File: config.mk
export PLATFORM = sky130hd
export DESIGN_NAME = mips_control_unit_flat
export DESIGN_NICKNAME = d
export VERILOG_FILES = /design/src/rtl/mips_control_unit_if.sv /design/src/rtl/mips_control_unit.sv /design/src/flat_wrapper.sv
export SDC_FILE = /design/constraint.sdc
export NUM_CORES = 2
export LEC_CHECK = 0
export BUFFER_PORTS_ARGS = -buffer_cell sky130_fd_sc_hd__buf_2
export CAP_MARGIN = 20
export CORE_MARGIN = 8
export CORE_UTILIZATION = 30
export CTS_BUF_LIST = sky130_fd_sc_hd__clkbuf_8
export CTS_CLUSTER_DIAMETER = 40
export DETAILED_ROUTE_END_ITERATION = 8
export PLACE_DENSITY_LB_ADDON = 0.12
export SLEW_MARGIN = 5
export SYNTH_ARGS = -nofsm -noshare
export SYNTH_HDL_FRONTEND = slang
export SYNTH_SLANG_ARGS = --single-unit
File: constraint.sdc
create_clock -name clk -period 49 [get_ports clk]
set_clock_uncertainty 0.2 [all_clocks]
set_input_delay 4.9 -clock clk [delete_from_list [all_inputs] [get_ports clk]]
set_output_delay 4.9 -clock clk [all_outputs]
set_load 0.01 [all_outputs]
File: src/rtl/mips_control_unit_if.sv
// Instruction-field and status bundle between the fetch/decode logic of mips_core
// and the execute/control unit.
interface mips_control_unit_if;
  logic [5:0]  opcode;
  logic [5:0]  func;
  logic [4:0]  rs_num;
  logic [4:0]  rt_num;
  logic [4:0]  rd_num;
  logic [4:0]  sh_amount;
  logic [15:0] imm;
  logic [15:0] pc_branch;
  logic        halted_signal;

  modport master (
    output opcode, func, rs_num, rt_num, rd_num, sh_amount, imm,
    input  pc_branch, halted_signal
  );

  modport slave (
    input  opcode, func, rs_num, rt_num, rd_num, sh_amount, imm,
    output pc_branch, halted_signal
  );
endinterface

File: src/rtl/mips_control_unit.sv
// Single-cycle MIPS execute/control: register file, ALU, branch offset and sticky halt.
// Define CU_MULDIV_EN to add HI/LO with mult/multu/div/divu/mfhi/mflo.
module mips_control_unit #(
  parameter logic [5:0] HALT_FUNC = 6'h0C
) (
  input  logic               clk,
  input  logic               rst_b,
  mips_control_unit_if.slave cu
);

  localparam logic [5:0] OP_RTYPE = 6'h00;
  localparam logic [5:0] OP_BEQ   = 6'h04;
  localparam logic [5:0] OP_BNE   = 6'h05;
  localparam logic [5:0] OP_BLEZ  = 6'h06;
  localparam logic [5:0] OP_BGTZ  = 6'h07;
  localparam logic [5:0] OP_ADDI  = 6'h08;
  localparam logic [5:0] OP_ADDIU = 6'h09;
  localparam logic [5:0] OP_SLTI  = 6'h0A;
  localparam logic [5:0] OP_SLTIU = 6'h0B;
  localparam logic [5:0] OP_ANDI  = 6'h0C;
  localparam logic [5:0] OP_ORI   = 6'h0D;
  localparam logic [5:0] OP_XORI  = 6'h0E;
  localparam logic [5:0] OP_LUI   = 6'h0F;

  localparam logic [5:0] F_SLL  = 6'h00;
  localparam logic [5:0] F_SRL  = 6'h02;
  localparam logic [5:0] F_SRA  = 6'h03;
  localparam logic [5:0] F_SLLV = 6'h04;
  localparam logic [5:0] F_SRLV = 6'h06;
  localparam logic [5:0] F_SRAV = 6'h07;
  localparam logic [5:0] F_ADD  = 6'h20;
  localparam logic [5:0] F_ADDU = 6'h21;
  localparam logic [5:0] F_SUB  = 6'h22;
  localparam logic [5:0] F_SUBU = 6'h23;
  localparam logic [5:0] F_AND  = 6'h24;
  localparam logic [5:0] F_OR   = 6'h25;
  localparam logic [5:0] F_XOR  = 6'h26;
  localparam logic [5:0] F_NOR  = 6'h27;
  localparam logic [5:0] F_SLT  = 6'h2A;
  localparam logic [5:0] F_SLTU = 6'h2B;
`ifdef CU_MULDIV_EN
  localparam logic [5:0] F_MFHI  = 6'h10;
  localparam logic [5:0] F_MFLO  = 6'h12;
  localparam logic [5:0] F_MULT  = 6'h18;
  localparam logic [5:0] F_MULTU = 6'h19;
  localparam logic [5:0] F_DIV   = 6'h1A;
  localparam logic [5:0] F_DIVU  = 6'h1B;
`endif

  logic [31:0] regs_q [32];
  logic [31:0] regs_d [32];
  logic        halted_q;
  logic        halted_d;

  logic [31:0] rs_val;
  logic [31:0] rt_val;
  logic [31:0] imm_sext;
  logic [31:0] imm_zext;
  logic        is_halt;

  logic        wr_en;
  logic [4:0]  wr_addr;
  logic [31:0] wr_data;
  logic        branch_taken;
  logic [15:0] branch_off;

  assign rs_val   = regs_q[cu.rs_num];
  assign rt_val   = regs_q[cu.rt_num];
  assign imm_sext = {{16{cu.imm[15]}}, cu.imm};
  assign imm_zext = {16'h0000, cu.imm};
  assign is_halt  = (cu.opcode == OP_RTYPE) && (cu.func == HALT_FUNC);

  // Low 16 bits of (sext(imm) << 2) + 4; the upper sign bits fall off anyway.
  assign branch_off = {cu.imm[13:0], 2'b00} + 16'd4;

`ifdef CU_MULDIV_EN
  logic [31:0] hi_q;
  logic [31:0] hi_d;
  logic [31:0] lo_q;
  logic [31:0] lo_d;
  logic [63:0] prod_s;
  logic [63:0] prod_u;
  logic [31:0] quot_s;
  logic [31:0] rem_s;
  logic [31:0] quot_u;
  logic [31:0] rem_u;

  // Low 64 bits of the product of sign-extended operands equal the signed product.
  assign prod_s = {{32{rs_val[31]}}, rs_val} * {{32{rt_val[31]}}, rt_val};
  assign prod_u = {32'h0, rs_val} * {32'h0, rt_val};
  assign quot_s = $signed(rs_val) / $signed(rt_val);
  assign rem_s  = $signed(rs_val) % $signed(rt_val);
  assign quot_u = rs_val / rt_val;
  assign rem_u  = rs_val % rt_val;

  always_comb begin
    hi_d = hi_q;
    lo_d = lo_q;
    if (!halted_q && (cu.opcode == OP_RTYPE) && !is_halt) begin
      case (cu.func)
        F_MULT: begin
          hi_d = prod_s[63:32];
          lo_d = prod_s[31:0];
        end
        F_MULTU: begin
          hi_d = prod_u[63:32];
          lo_d = prod_u[31:0];
        end
        F_DIV: begin
          if (rt_val != 32'h0) begin
            hi_d = rem_s;
            lo_d = quot_s;
          end
        end
        F_DIVU: begin
          if (rt_val != 32'h0) begin
            hi_d = rem_u;
            lo_d = quot_u;
          end
        end
        default: begin
          hi_d = hi_q;
          lo_d = lo_q;
        end
      endcase
    end
  end

  always_ff @(posedge clk or posedge rst_b) begin
    if (rst_b) begin
      hi_q <= 32'h0;
      lo_q <= 32'h0;
    end else begin
      hi_q <= hi_d;
      lo_q <= lo_d;
    end
  end
`endif

  always_comb begin
    wr_en        = 1'b0;
    wr_addr      = cu.rd_num;
    wr_data      = 32'h0;
    branch_taken = 1'b0;
    if (!halted_q && !is_halt) begin
      if (cu.opcode == OP_RTYPE) begin
        wr_en   = 1'b1;
        wr_addr = cu.rd_num;
        case (cu.func)
          F_ADD, F_ADDU: wr_data = rs_val + rt_val;
          F_SUB, F_SUBU: wr_data = rs_val - rt_val;
          F_AND:         wr_data = rs_val & rt_val;
          F_OR:          wr_data = rs_val | rt_val;
          F_XOR:         wr_data = rs_val ^ rt_val;
          F_NOR:         wr_data = ~(rs_val | rt_val);
          F_SLT:         wr_data = {31'h0, $signed(rs_val) < $signed(rt_val)};
          F_SLTU:        wr_data = {31'h0, rs_val < rt_val};
          F_SLL:         wr_data = rt_val << cu.sh_amount;
          F_SRL:         wr_data = rt_val >> cu.sh_amount;
          F_SRA:         wr_data = $signed(rt_val) >>> cu.sh_amount;
          F_SLLV:        wr_data = rt_val << rs_val[4:0];
          F_SRLV:        wr_data = rt_val >> rs_val[4:0];
          F_SRAV:        wr_data = $signed(rt_val) >>> rs_val[4:0];
`ifdef CU_MULDIV_EN
          F_MFHI:        wr_data = hi_q;
          F_MFLO:        wr_data = lo_q;
`endif
          default:       wr_en   = 1'b0;
        endcase
      end else begin
        wr_en   = 1'b1;
        wr_addr = cu.rt_num;
        case (cu.opcode)
          OP_ADDI, OP_ADDIU: wr_data = rs_val + imm_sext;
          OP_SLTI:           wr_data = {31'h0, $signed(rs_val) < $signed(imm_sext)};
          OP_SLTIU:          wr_data = {31'h0, rs_val < imm_sext};
          OP_ANDI:           wr_data = rs_val & imm_zext;
          OP_ORI:            wr_data = rs_val | imm_zext;
          OP_XORI:           wr_data = rs_val ^ imm_zext;
          OP_LUI:            wr_data = {cu.imm, 16'h0000};
          OP_BEQ: begin
            wr_en        = 1'b0;
            branch_taken = (rs_val == rt_val);
          end
          OP_BNE: begin
            wr_en        = 1'b0;
            branch_taken = (rs_val != rt_val);
          end
          OP_BLEZ: begin
            wr_en        = 1'b0;
            branch_taken = $signed(rs_val) <= 32'sd0;
          end
          OP_BGTZ: begin
            wr_en        = 1'b0;
            branch_taken = $signed(rs_val) > 32'sd0;
          end
          default:           wr_en   = 1'b0;
        endcase
      end
    end
  end

  // r0 is never written, so it holds its reset value of zero forever.
  always_comb begin
    regs_d = regs_q;
    if (wr_en && (wr_addr != 5'd0)) begin
      regs_d[wr_addr] = wr_data;
    end
  end

  always_comb begin
    halted_d = halted_q | is_halt;
  end

  always_ff @(posedge clk or posedge rst_b) begin
    if (rst_b) begin
      for (int i = 0; i < 32; i++) begin
        regs_q[i] <= 32'h0;
      end
      halted_q <= 1'b0;
    end else begin
      regs_q   <= regs_d;
      halted_q <= halted_d;
    end
  end

  assign cu.pc_branch     = (branch_taken && !halted_q && !rst_b) ? branch_off : 16'h0000;
  assign cu.halted_signal = halted_q;

endmodule

File: src/flat_wrapper.sv
// flat-port wrapper written by rule: the top's interface ports become plain ports
module mips_control_unit_flat 
#(
  parameter logic [5:0] HALT_FUNC = 6'h0C
)
  (clk, rst_b, cu_opcode, cu_func, cu_rs_num, cu_rt_num, cu_rd_num, cu_sh_amount, cu_imm, cu_pc_branch, cu_halted_signal);
  mips_control_unit_if cu_i ();
  input  logic clk;
  input  logic rst_b;
  input wire logic [$bits(cu_i.opcode)-1:0] cu_opcode;
  input wire logic [$bits(cu_i.func)-1:0] cu_func;
  input wire logic [$bits(cu_i.rs_num)-1:0] cu_rs_num;
  input wire logic [$bits(cu_i.rt_num)-1:0] cu_rt_num;
  input wire logic [$bits(cu_i.rd_num)-1:0] cu_rd_num;
  input wire logic [$bits(cu_i.sh_amount)-1:0] cu_sh_amount;
  input wire logic [$bits(cu_i.imm)-1:0] cu_imm;
  output wire logic [$bits(cu_i.pc_branch)-1:0] cu_pc_branch;
  output wire logic [$bits(cu_i.halted_signal)-1:0] cu_halted_signal;
  assign cu_i.opcode = cu_opcode;
  assign cu_i.func = cu_func;
  assign cu_i.rs_num = cu_rs_num;
  assign cu_i.rt_num = cu_rt_num;
  assign cu_i.rd_num = cu_rd_num;
  assign cu_i.sh_amount = cu_sh_amount;
  assign cu_i.imm = cu_imm;
  assign cu_pc_branch = cu_i.pc_branch;
  assign cu_halted_signal = cu_i.halted_signal;
  mips_control_unit #(.HALT_FUNC(HALT_FUNC)) u_core (.clk(clk), .rst_b(rst_b), .cu(cu_i));
endmodule
==> results.ini <==
[grt]
grt_antenna_before_repair=17
grt_overflow=0
grt_pass1_wl_um=490500
first_global_vias=59740
grt_max_degree=171
grtUsageTotal_pct=26.26

[power]
power.density_nw_per_um2=28.18
leakage_nw=35.58
peakVddDrop_uv=31.65

[clocking]
clk_latency_ns=1.01
clockBufferDepth=3
cts_tree=yes
htree_levels=4
cts-resized-gates=0
cts.reportedPaths.clkPinSlew_ns=0.06
clkSinkCount=1025
postCtsSetupRepairBufs=0
ctsHoldBuffers=0
clock-root-buffer=clkbuf_8
cts_buffers=224

[die]
fp.coreArea_sq_um=242500
die_y_um=509.0
chipWidth_um=509.0
std_cell_rows=181
num_io_pins=67
start_util_pct=30.06
die-area_sq_um=259000

[synth]
synth.cell_area_sq_um=72900
syn-instance-count=6613
avgSynthCellArea_sq_um=11.02
synth-seq-cells=1025
synth_edf_count=0
ys_warn_count=0
yosysSeqAreaShare_pct=35.18
synthArstFlopShare_pct=100.0
synth.distinct_cells=118
ys.flop_type=dfrtp_1

[detailed_routing]
routedWlPerCell_um=35.51
drt-total-wl_um=350700
drc_errors=0
drt-vias-per-instance=6.125
postRouteAntennaNets=0
drt-pass1-iter-count=6
drt_iter0_markers=6799
num_vias=60490

[timing]
period_minus_slack_ns=17.33
report.final.hold_viol_count=0
tns_ns=0
slew_headroom_pct=8.771
finalWorstSetupSlack_ns=31.67
slew_viol_final=0
rsz0062_at_grt=false
setup_viol=0
fin_crit_sh_pct=35.36
max_freq_mhz=57.72
tightest_slew_ns=1.334

[hold_path]
whs_path_depth=0
hp-start=u_core.regs_q[1019]$_DFFE_PP0P_
holdPathEnd=u_core.regs_q[1019]$_DFFE_PP0P_
holdCritPathClass=reg -> reg

[critical_path]
critPathLaunchType=input port
required_ns=43.90
rr_worst_depth=20
cp-end-kind=output pin
path_class=in -> out
critPathSlowestCell=mux2i_1
path_max_fanout=43
r2r_setup_slack_ns=41.58
crit_arrival_ns=12.23
crit_chain=buf_8, buf_4, buf_4, mux4_2, mux4_2, mux2i_1, ha_1, nor4_1, nand3_1, nor3_1, a31oi_1, a21oi_1, xor2_1, nand4_1, nor2_1, buf_2
r2r_start=u_core.regs_q[161]$_DFFE_PP0P_
r2r_end=u_core.regs_q[284]$_DFFE_PP0P_
critPathMaxStageDelay_ns=0.84

[finish]
final_common_cell=dfrtp_1
final_nets=6732
syn2layout_area_growth_pct=12.30
drive_gt1_share_pct=31.38
final_cells=9876
final_cell_mix=dfrtp_1 (1,025), mux2_2 (796), mux2i_1 (505), mux4_2 (393), nand2_1 (371)

[job]
maxCapViolations=0

[place]
io_buffers=64
hpwl_um=241500
place_inst=9452
pre_cts_ws_ns=31.77
place_congestion=1.047

[outcome]
outcome=completed

worst max-delay path by stage:
stage | end | start | slack [ns] | cells after the start
2_1_floorplan | u_core.cu.halted_signal$_DFF_PP0_ | rst_b | 15.06 | 1
3_3_place_gp | cu_pc_branch[2] | cu_rs_num[0] | 31.88 | 17
3_5_place_dp | cu_pc_branch[4] | cu_rs_num[0] | 31.77 | 16
4_1_cts | cu_pc_branch[4] | cu_rs_num[0] | 31.76 | 16
5_1_grt | cu_pc_branch[10] | cu_rs_num[0] | 31.42 | 16
6_report | cu_pc_branch[13] | cu_rs_num[0] | 31.67 | 16
layer usage:
metal	wire, um	global-route usage, %	up-vias	share of wire [%]
li1	-	-	25190	-
met1	150400	35.55	31620	43
met2	155000	40.36	2968	44
met3	25470	4.976	714	7.3
met4	19830	12.61	2	5.7
met5	13	0	-	0.0037
area by class of cell:
class / instances / area, sq um
inverter: 150 / 574.3
sequential: 1025 / 25650
clock buffer: 269 / 3702
tap: 3202 / 4006
fill: 24270 / 160700
multi-input combinational: 4751 / 43880
antenna: 7 / 17.52
clock inverter: 146 / 1648
timing repair buffer: 326 / 2390
cell families after synthesis:
family | share of synthesized area [%]
multiplexers | 32.33
AO/OA/AOI/OAI | 15.29
AND/OR/NAND/NOR | 7.542
flip-flops | 35.18
buffers and inverters | 5.614
adder cells (fa/ha/maj) | 3.532
XOR/XNOR | 0.5046
other | 0.005144
per-stage QoR:
stage	util (%)	hold slack, ns	instance area, sq um	total power, mW
after floorplan	-	0.2451	72900	1.078
after CTS	33.72	0.1982	81800	2.331
after detailed placement	31.52	0.1837	76450	1.199
final	33.75	0.1952	81860	2.307
after global routing	33.75	0.2047	81850	2.392
after global placement	31.51	0.1804	76440	1.199
registers in the layout (all words and copies together) (netlist names):
signal                   cells
u_core.cu.halted_signal      1
u_core.regs_q             1024
critical path: cells and delay by family:
family                     cells  cell delay [ns]
AOI/OAI and AO/OA              2             0.51
xor gates and xnor gates       1             0.24
adders and majority gates      1             0.54
buffers and inverters          4             1.94
muxes                          3             1.98
and+or+nand+nor                5             2.02
power breakdown:
part | switching, mW | total (mW) | internal [mW]
logic | 0.233 | 0.328 | 0.0956
clock network | 0.443 | 1.12 | 0.673
registers | 0.00724 | 0.863 | 0.856
synthesized netlist by cell type (all sizes together), types with 18 or more instances:
cell type | n | area [sq um]
a211oi | 191 | 1454
or3 | 22 | 137.6
a21oi | 298 | 1529
o21bai | 28 | 210.2
buf | 272 | 1817
a21o | 54 | 405.4
mux4 | 400 | 9035
a31oi | 46 | 287.8
and3 | 34 | 212.7
a2111oi | 22 | 201.4
o2111ai | 46 | 402.9
nand4 | 33 | 221.5
nand2 | 371 | 1393
o221ai | 20 | 175.2
a311oi | 44 | 409.1
and2 | 28 | 176.4
nand2b | 20 | 125.1
nor4 | 48 | 315.3
inv | 146 | 550.5
a22oi | 161 | 1214
a221oi | 44 | 409.1
nor2 | 305 | 1147
ha | 201 | 2515
nand3 | 89 | 455.4
nor2b | 25 | 156.4
mux2i | 510 | 5105
xnor2 | 36 | 315.3
a22o | 18 | 157.7
o211ai | 53 | 397.9
o31ai | 109 | 818.3
dfrtp | 1025 | 25650
o22ai | 84 | 525.5
clkbuf | 393 | 1493
o21ai | 245 | 1267
mux2 | 827 | 9425
nor3 | 124 | 625.6
Note: power is estimated with default switching activity, not from simulation.
